`config.mk`:
```
export PLATFORM = sky130hd
export DESIGN_NAME = hack_fetch_ctrl
export DESIGN_NICKNAME = d
export VERILOG_FILES = /design/src/rtl/hack_pkg.sv /design/src/rtl/hack_jump_cond.sv /design/src/rtl/hack_fetch_ctrl.sv
export SDC_FILE = /design/constraint.sdc
export NUM_CORES = 1
export LEC_CHECK = 0
export CORE_AREA = 2 2 64 78
export DETAILED_ROUTE_END_ITERATION = 8
export DIE_AREA = 0 0 66 80
export PLACE_DENSITY = 0.77
export REMOVE_ABC_BUFFERS = 1
export SLEW_MARGIN = 20
export SYNTH_ARGS = -nofsm -noshare
export SYNTH_HDL_FRONTEND = slang
export SYNTH_SLANG_ARGS = --single-unit
```
`constraint.sdc`:
```
create_clock -name clk -period 1.48 [get_ports clk]
set_clock_uncertainty 0.1 [all_clocks]
set_input_delay 0.222 -clock clk [delete_from_list [all_inputs] [get_ports clk]]
set_output_delay 0.222 -clock clk [all_outputs]
set_load 0.1 [all_outputs]
```
`src/rtl/hack_pkg.sv`:
```
// Shared constants for the Hack CPU fetch/sequencing blocks: state encoding and
// jump-field layout of C-instructions.
package hack_pkg;

  typedef enum logic [2:0] {
    ST_INIT   = 3'd0,
    ST_FETCH  = 3'd1,
    ST_EXEC   = 3'd2,
    ST_UPDATE = 3'd3,
    ST_HALT   = 3'd4
  } fetch_state_t;

  localparam int J_LSB     = 0;
  localparam int J_MSB     = 2;
  localparam int CINST_BIT = 15;

  localparam logic [2:0] JMP_ALWAYS = 3'b111;

endpackage

```
`src/rtl/hack_jump_cond.sv`:
```
// Hack jump rule: decides whether a C-instruction jumps given the ALU zero and
// negative flags. Purely combinational; A-instructions never jump.
module hack_jump_cond
  import hack_pkg::*;
#(
  parameter int DW = 16
) (
  input  logic [DW-1:0] i_instr,
  input  logic          i_zr,
  input  logic          i_ng,
  output logic          o_take
);

  logic [2:0] w_j;
  logic       w_unused_instr;

  assign w_j            = i_instr[J_MSB:J_LSB];
  assign w_unused_instr = ^i_instr;

  // j1 = instr[2] (negative), j2 = instr[1] (zero), j3 = instr[0] (positive)
  assign o_take = i_instr[CINST_BIT] &
                  ((w_j[2] & i_ng) | (w_j[1] & i_zr) | (w_j[0] & ~i_ng & ~i_zr));

endmodule

```
`src/rtl/hack_fetch_ctrl.sv`:
```
// Hack CPU fetch / PC sequencer: INIT -> FETCH -> EXEC -> UPDATE loop driving the pc strobes.
// Optional tight-loop halt detection is compiled in with HACK_FETCH_HALT_DETECT_EN.
module hack_fetch_ctrl
  import hack_pkg::*;
#(
  parameter int AW = 15,
  parameter int DW = 16
) (
  input  logic          clk,
  input  logic          reset,
  input  logic          stall,
  output logic          imem_req,
  output logic [AW-1:0] imem_addr,
  input  logic          imem_ack,
  input  logic [DW-1:0] imem_rdata,
  output logic [DW-1:0] instr,
  output logic          instr_valid,
  input  logic          exec_done,
  input  logic          alu_zr,
  input  logic          alu_ng,
  input  logic [DW-1:0] a_reg,
  input  logic [DW-1:0] pc_out,
  output logic [DW-1:0] pc_in,
  output logic          pc_load,
  output logic          pc_inc,
  output logic          pc_reset,
  output logic          halted
);

  fetch_state_t r_state;
  fetch_state_t w_state_next;

  logic          r_imem_req;
  logic [DW-1:0] r_instr;
  logic          r_instr_valid;
  logic          r_pc_load;
  logic          r_pc_inc;
  logic          r_pc_reset;

  logic          w_req_next;
  logic [DW-1:0] w_instr_next;
  logic          w_valid_next;
  logic          w_load_next;
  logic          w_inc_next;
  logic          w_pc_reset_next;
  logic          w_take;
  logic          w_unused_pc_hi;

`ifdef HACK_FETCH_HALT_DETECT_EN
  logic r_halted;
  logic w_halted_next;
  logic w_halt_hit;

  // Unconditional jump to its own address: the program can never leave this loop.
  assign w_halt_hit = r_instr[CINST_BIT] &&
                      (r_instr[J_MSB:J_LSB] == JMP_ALWAYS) &&
                      (a_reg[AW-1:0] == pc_out[AW-1:0]);
`endif

  hack_jump_cond #(
    .DW(DW)
  ) u_jump_cond (
    .i_instr (r_instr),
    .i_zr    (alu_zr),
    .i_ng    (alu_ng),
    .o_take  (w_take)
  );

  // Next-state and next-output decode; outputs are registered against the state they belong to.
  always_comb begin
    w_state_next    = r_state;
    w_req_next      = 1'b0;
    w_instr_next    = r_instr;
    w_valid_next    = 1'b0;
    w_load_next     = 1'b0;
    w_inc_next      = 1'b0;
    w_pc_reset_next = 1'b0;
`ifdef HACK_FETCH_HALT_DETECT_EN
    w_halted_next   = 1'b0;
`endif
    case (r_state)
      ST_INIT: begin
        // First cycle raises pc_reset, second cycle (pc_reset high) moves on.
        if (r_pc_reset) begin
          w_state_next = ST_FETCH;
          w_req_next   = ~stall;
        end else begin
          w_pc_reset_next = 1'b1;
        end
      end
      ST_FETCH: begin
        if (r_imem_req) begin
          if (imem_ack) begin
            w_state_next = ST_EXEC;
            w_instr_next = imem_rdata;
            w_valid_next = 1'b1;
          end else begin
            w_req_next = 1'b1;
          end
        end else begin
          w_req_next = ~stall;
        end
      end
      ST_EXEC: begin
        if (exec_done) begin
          w_state_next = ST_UPDATE;
          w_load_next  = w_take;
          w_inc_next   = ~w_take;
        end else begin
          w_valid_next = 1'b1;
        end
      end
      ST_UPDATE: begin
`ifdef HACK_FETCH_HALT_DETECT_EN
        if (w_halt_hit) begin
          w_state_next  = ST_HALT;
          w_halted_next = 1'b1;
        end else begin
          w_state_next = ST_FETCH;
          w_req_next   = ~stall;
        end
`else
        w_state_next = ST_FETCH;
        w_req_next   = ~stall;
`endif
      end
`ifdef HACK_FETCH_HALT_DETECT_EN
      ST_HALT: begin
        w_halted_next = 1'b1;
      end
`endif
      default: begin
        w_state_next = ST_INIT;
      end
    endcase
  end

  // State and registered output flops.
  always_ff @(posedge clk or negedge reset) begin
    if (!reset) begin
      r_state       <= ST_INIT;
      r_imem_req    <= 1'b0;
      r_instr       <= {DW{1'b0}};
      r_instr_valid <= 1'b0;
      r_pc_load     <= 1'b0;
      r_pc_inc      <= 1'b0;
      r_pc_reset    <= 1'b0;
    end else begin
      r_state       <= w_state_next;
      r_imem_req    <= w_req_next;
      r_instr       <= w_instr_next;
      r_instr_valid <= w_valid_next;
      r_pc_load     <= w_load_next;
      r_pc_inc      <= w_inc_next;
      r_pc_reset    <= w_pc_reset_next;
    end
  end

`ifdef HACK_FETCH_HALT_DETECT_EN
  // Sticky halt flag, cleared only by reset.
  always_ff @(posedge clk or negedge reset) begin
    if (!reset) begin
      r_halted <= 1'b0;
    end else begin
      r_halted <= w_halted_next;
    end
  end

  assign halted = r_halted;
`else
  assign halted = 1'b0;
`endif

  // Address and load value pass through but read as zero whenever the matching strobe is idle.
  assign imem_req       = r_imem_req;
  assign imem_addr      = r_imem_req ? pc_out[AW-1:0] : {AW{1'b0}};
  assign pc_in          = r_pc_load ? a_reg : {DW{1'b0}};
  assign instr          = r_instr;
  assign instr_valid    = r_instr_valid;
  assign pc_load        = r_pc_load;
  assign pc_inc         = r_pc_inc;
  assign pc_reset       = r_pc_reset;
  assign w_unused_pc_hi = ^pc_out;

endmodule
```
# After elaboration in Yosys (flattened, before gate mapping)
# Cells that the tools add are included.
# Widths: inputs -> output; s select.
# classes
reduce_logical,3
bitwise_logic,11
n_mux,21
eq_ne,7
# op_table
cell,n
$mux 16,1
$mux 15,1
$mux 1,12
$mux 3,4
$pmux 3 s4,1
$ne 2x2->1 const B,4
$eq 3x2->1 const B,2
$and 1x1->1,5
$not 1->1,4
$reduce_and 4->1,1
$eq 3x1->1 const B,1
$logic_not 3->1,1
$pmux 1 s3,1
$reduce_and 3->1,1
$or 1x1->1,2
$pmux 1 s2,1
# totals
ff_bits,24
output_inout_bits,53
in_bits,55

# Logic depth before layout (Yosys ltp)
# depth
ltp_word,8
mapped_depth,5
mapped_depth_nobuf,5

# Hierarchy
# Synthesis repeated with hierarchy kept, for this count alone.
# hier_totals
cells_unflattened,104
hier_area_um2,1251.2
# modules_own_cells
mod,area_each_um2,n_inst,cells_per_inst
hack_fetch_ctrl,1227.4,1,101
hack_jump_cond,23.8,1,3

# Worst setup path after synthesis
# OpenSTA, ideal clock, no wires.
# synth_timing
path_kind,reg2out
startpoint,register r_imem_req (netlist: imem_req)
endpoint,output imem_addr[10]
t_arrival_ps,2121
setup_slack_ps,-963
path_stages_with_launch,4
required_ps,1158
cell_sequence,dfrtp_1 -> buf_6 -> clkbuf_1 -> and2_1
# synth_between
elab_chain_cells,1
# synth_lines
item,line,source
"start, declared",hack_fetch_ctrl.sv:33,logic r_imem_req;
"start signal, assigned",hack_fetch_ctrl.sv:150,r_imem_req <= w_req_next;
$mux 15,hack_fetch_ctrl.sv:176,assign imem_addr = r_imem_req ? pc_out[AW-1:0] : {AW{1'b0}};
"end, declared",hack_fetch_ctrl.sv:13,"output logic [AW-1:0] imem_addr,"
# No other way between the ends.

# Worst setup path in the final report
# layout_timing
startpoint,register r_state[1]
endpoint,register r_instr[9] (netlist: instr[9])
# layout_between
elab_chain_cells,2
# layout_lines
item,line,source
"start, declared",hack_fetch_ctrl.sv:30,fetch_state_t r_state;
"start signal, assigned",hack_fetch_ctrl.sv:149,r_state <= w_state_next;
$eq 3x1->1,hack_fetch_ctrl.sv:81,case (r_state)
$reduce_and 3->1 (no source line),n/a,
"end signal, assigned",hack_fetch_ctrl.sv:143,r_instr <= {DW{1'b0}};
"end signal, assigned",hack_fetch_ctrl.sv:151,r_instr <= w_instr_next;
"end, declared",hack_fetch_ctrl.sv:34,logic [DW-1:0] r_instr;
# No other way between the ends.
# A chain may end at the register's enable or synchronous reset.

==> impl_metrics.tcl <==
set metrics [dict create \
    initial_utilization_pct 27.4 \
    fin_crit_sh_pct 105 \
    slew_viol_final 0 \
    final_util_pct 70.7 \
    die_w_um 66 \
    post-dp-hpwl_um 3380 \
    end_kind "flip-flop" \
    syn_to_final_growth_pct 158 \
    final_cell_area_um2 3200 \
    status "finished with violations" \
    yosysSeqAreaShare_pct 46.4 \
    r2r_cells 5 \
    reg2reg_slack_ps -80 \
    path_cells "inv_2 > ha_2 > nand3_4 > buf_12 > mux2_4" \
    detail_route.wirelength_um 4380 \
    power.leakage_nw 1.43 \
    setup_slack_ps -77.2 \
    cts_hold_buf 0 \
    drv_cap 0 \
    powerDensity_nw_per_um2 2220 \
    detail-route-antenna-nets 0 \
    viasPerCell 4.32 \
    yosysTopAreaCell "dfrtp_1" \
    cts_made_buffers 3 \
    drive_gt1_share_pct 59.5 \
    ys_types 25 \
    tns_ps -1180 \
    synth_top_cells_by_area "dfrtp_1, and2_1, mux2_4" \
    clock_path_buffers 2 \
    ir_worst_vdd_v 0.00167 \
    synthCells 102 \
    die_h_um 80 \
    yosys_register_bits 23 \
    max_freq_mhz 642 \
    cp-start-kind "flip-flop" \
    violations "setup timing" \
    cp_num_buf_inv 2 \
    num_rows 27 \
    dr.pass1.iters 2 \
    yosysWarnings 0 \
    drc 0 \
    grt_pass1_wl_um 6980 \
    nets 288 \
    r2r_end "instr[9]" \
    critPathSlowestCell "dfrtp_1" \
    dieArea_um2 5280 \
    worstSkewPairLatency_ps 260 \
    portBuffers 105 \
    critPathArrivalTime_ps 1610 \
    first_global_vias 1377 \
    syn_avg_cell_area_um2 12.2 \
    n_antenna_cell 0 \
    crit_family "flip-flops" \
    cts_tree "built" \
    grt_max_degree 24 \
    cp_max_fo 11 \
    critPathKind "flip-flop to flip-flop" \
    netlist.area_leader.share_pct 46.4 \
    path_clk_slew_ps 80 \
    hp-class "primary input to async pin" \
    hold_violations 0 \
    cts_root_buf "clkbuf_8" \
    grt_overflow 0 \
    placed_cell_area_um2 2950 \
    required_ps 1530 \
    finalSetupViolations 19 \
    critPathMaxStageDelay_ps 430 \
    ios 108 \
    routed-via-count 1231 \
    track_usage_pct 17.2 \
    syn_area_um2 1240 \
    gp_congestion 0.761 \
    wire_per_inst_um 15.4 \
    htreeDepth 1 \
    period_needed_ps 1560 \
    grt_antenna_before_repair 0 \
    cts_sinks 23 \
    core_region_area_um2 4530 \
    rsz0062_at_grt "true" \
    drt_iter0_drc 12 \
    reg2reg_from "r_state[1]" \
]
## worst register-to-register path: stages (launching register included)
cell and delay [ps]:
dfrtp_1 430, inv_2 110, ha_2 250, nand3_4 100
buf_12 160, mux2_4 300
## repair_timing
| action | in CTS | in global routing |
|---|---|---|
| buffers inserted | 5 | 2 |
| gates resized for setup | 44 | 8 |
| gates cloned | 0 | 2 |
| setup endpoints to repair | 50 | 51 |
| pin swaps | 1 | 0 |
## area by class of cell
| cell class | count | area, um^2 |
|---|---|---|
| Clock buffer | 4 | 45.0 |
| Timing Repair Buffer | 126 | 1770 |
| Fill cell | 322 | 1330 |
| Multi-Input combinational cell | 71 | 726 |
| Sequential cell | 23 | 578 |
| Tap cell | 58 | 72.6 |
| Inverter | 3 | 11.3 |
## cells in the final DEF (no fill, tap or decap), types with 2 or more instances in the layout
cell,count
inv_2,2
buf_4,13
clkbuf_8,3
and2_4,31
mux2_4,9
buf_6,7
nand2_1,2
dfrtp_1,21
clkdlybuf4s50_1,53
ha_1,2
nor2b_1,2
buf_12,53
dfrtp_2,2
mux2_2,7
ha_2,2
## synth_stat cells, drive strengths merged
cell type and n:
o21ai 1, nor3b 1, inv 3, a2bb2oi 1, a22o 1, and2 31, nor3 1, nand3 1
mux2 17, conb 1, a221oi 1, nor2 1, clkbuf 2, buf 3, a21boi 1, mux2i 1
dfrtp 23, nand2 3, nor2b 3, ha 5, a21oi 1
## per-stage QoR
step | hold WS (ps) | instances | power [W] | setup slack, ps
3_5_place_dp | 460 | 272 | 0.00643 | -240
2_1_floorplan | -174 | 97 | 0.00428 | -871
3_3_place_gp | 454 | 272 | 0.00634 | -203
4_1_cts | 224 | 281 | 0.00705 | -60.2
6_report | 218 | 285 | 0.00711 | -77.2
5_1_grt | 236 | 285 | 0.00736 | -166
## sequential cells by signal, summed over array words and instances (netlist names)
register     flops
pc_reset         1
pc_load          1
r_state          2
imem_req         1
instr_valid      1
pc_inc           1
instr           16
## how the worst max path moves through the flow
stage / depth (start not counted) / to / from
final: 5 / instr[9] / r_state[1]
after global routing: 6 / r_state[0] / r_state[0]
after CTS: 5 / r_state[1] / r_state[1]
after detailed placement: 4 / r_state[1] / imem_ack
after global placement: 4 / r_state[1] / imem_ack
after floorplan: 1 / imem_addr[0] / imem_req
## metal layers
layer	global-route usage (%)	up-vias	wire [um]
met5	0	-	0
met4	6.12	0	93
met3	3.53	8	345
met2	33.6	58	2580
met1	17.5	586	1360
li1	-	579	-
## cell families after synthesis
logic type	Yosys count	share of synthesized area (%)
AOI/OAI and AO/OA	6	4.03
buffers and inverters	8	3.93
adders and majority gates	5	5.04
DFF	23	46.4
and+or+nand+nor	41	21.4
other	1	0.302
muxes	18	19.0
## where the power goes
group / internal, W / leakage, nW / switching [W]
clock network: 0.000192 / 0.0228 / 0.000197
logic: 0.00224 / 1.13 / 0.00323
registers: 0.000912 / 0.282 / 0.000335
Power figures use the tool's default switching activity.
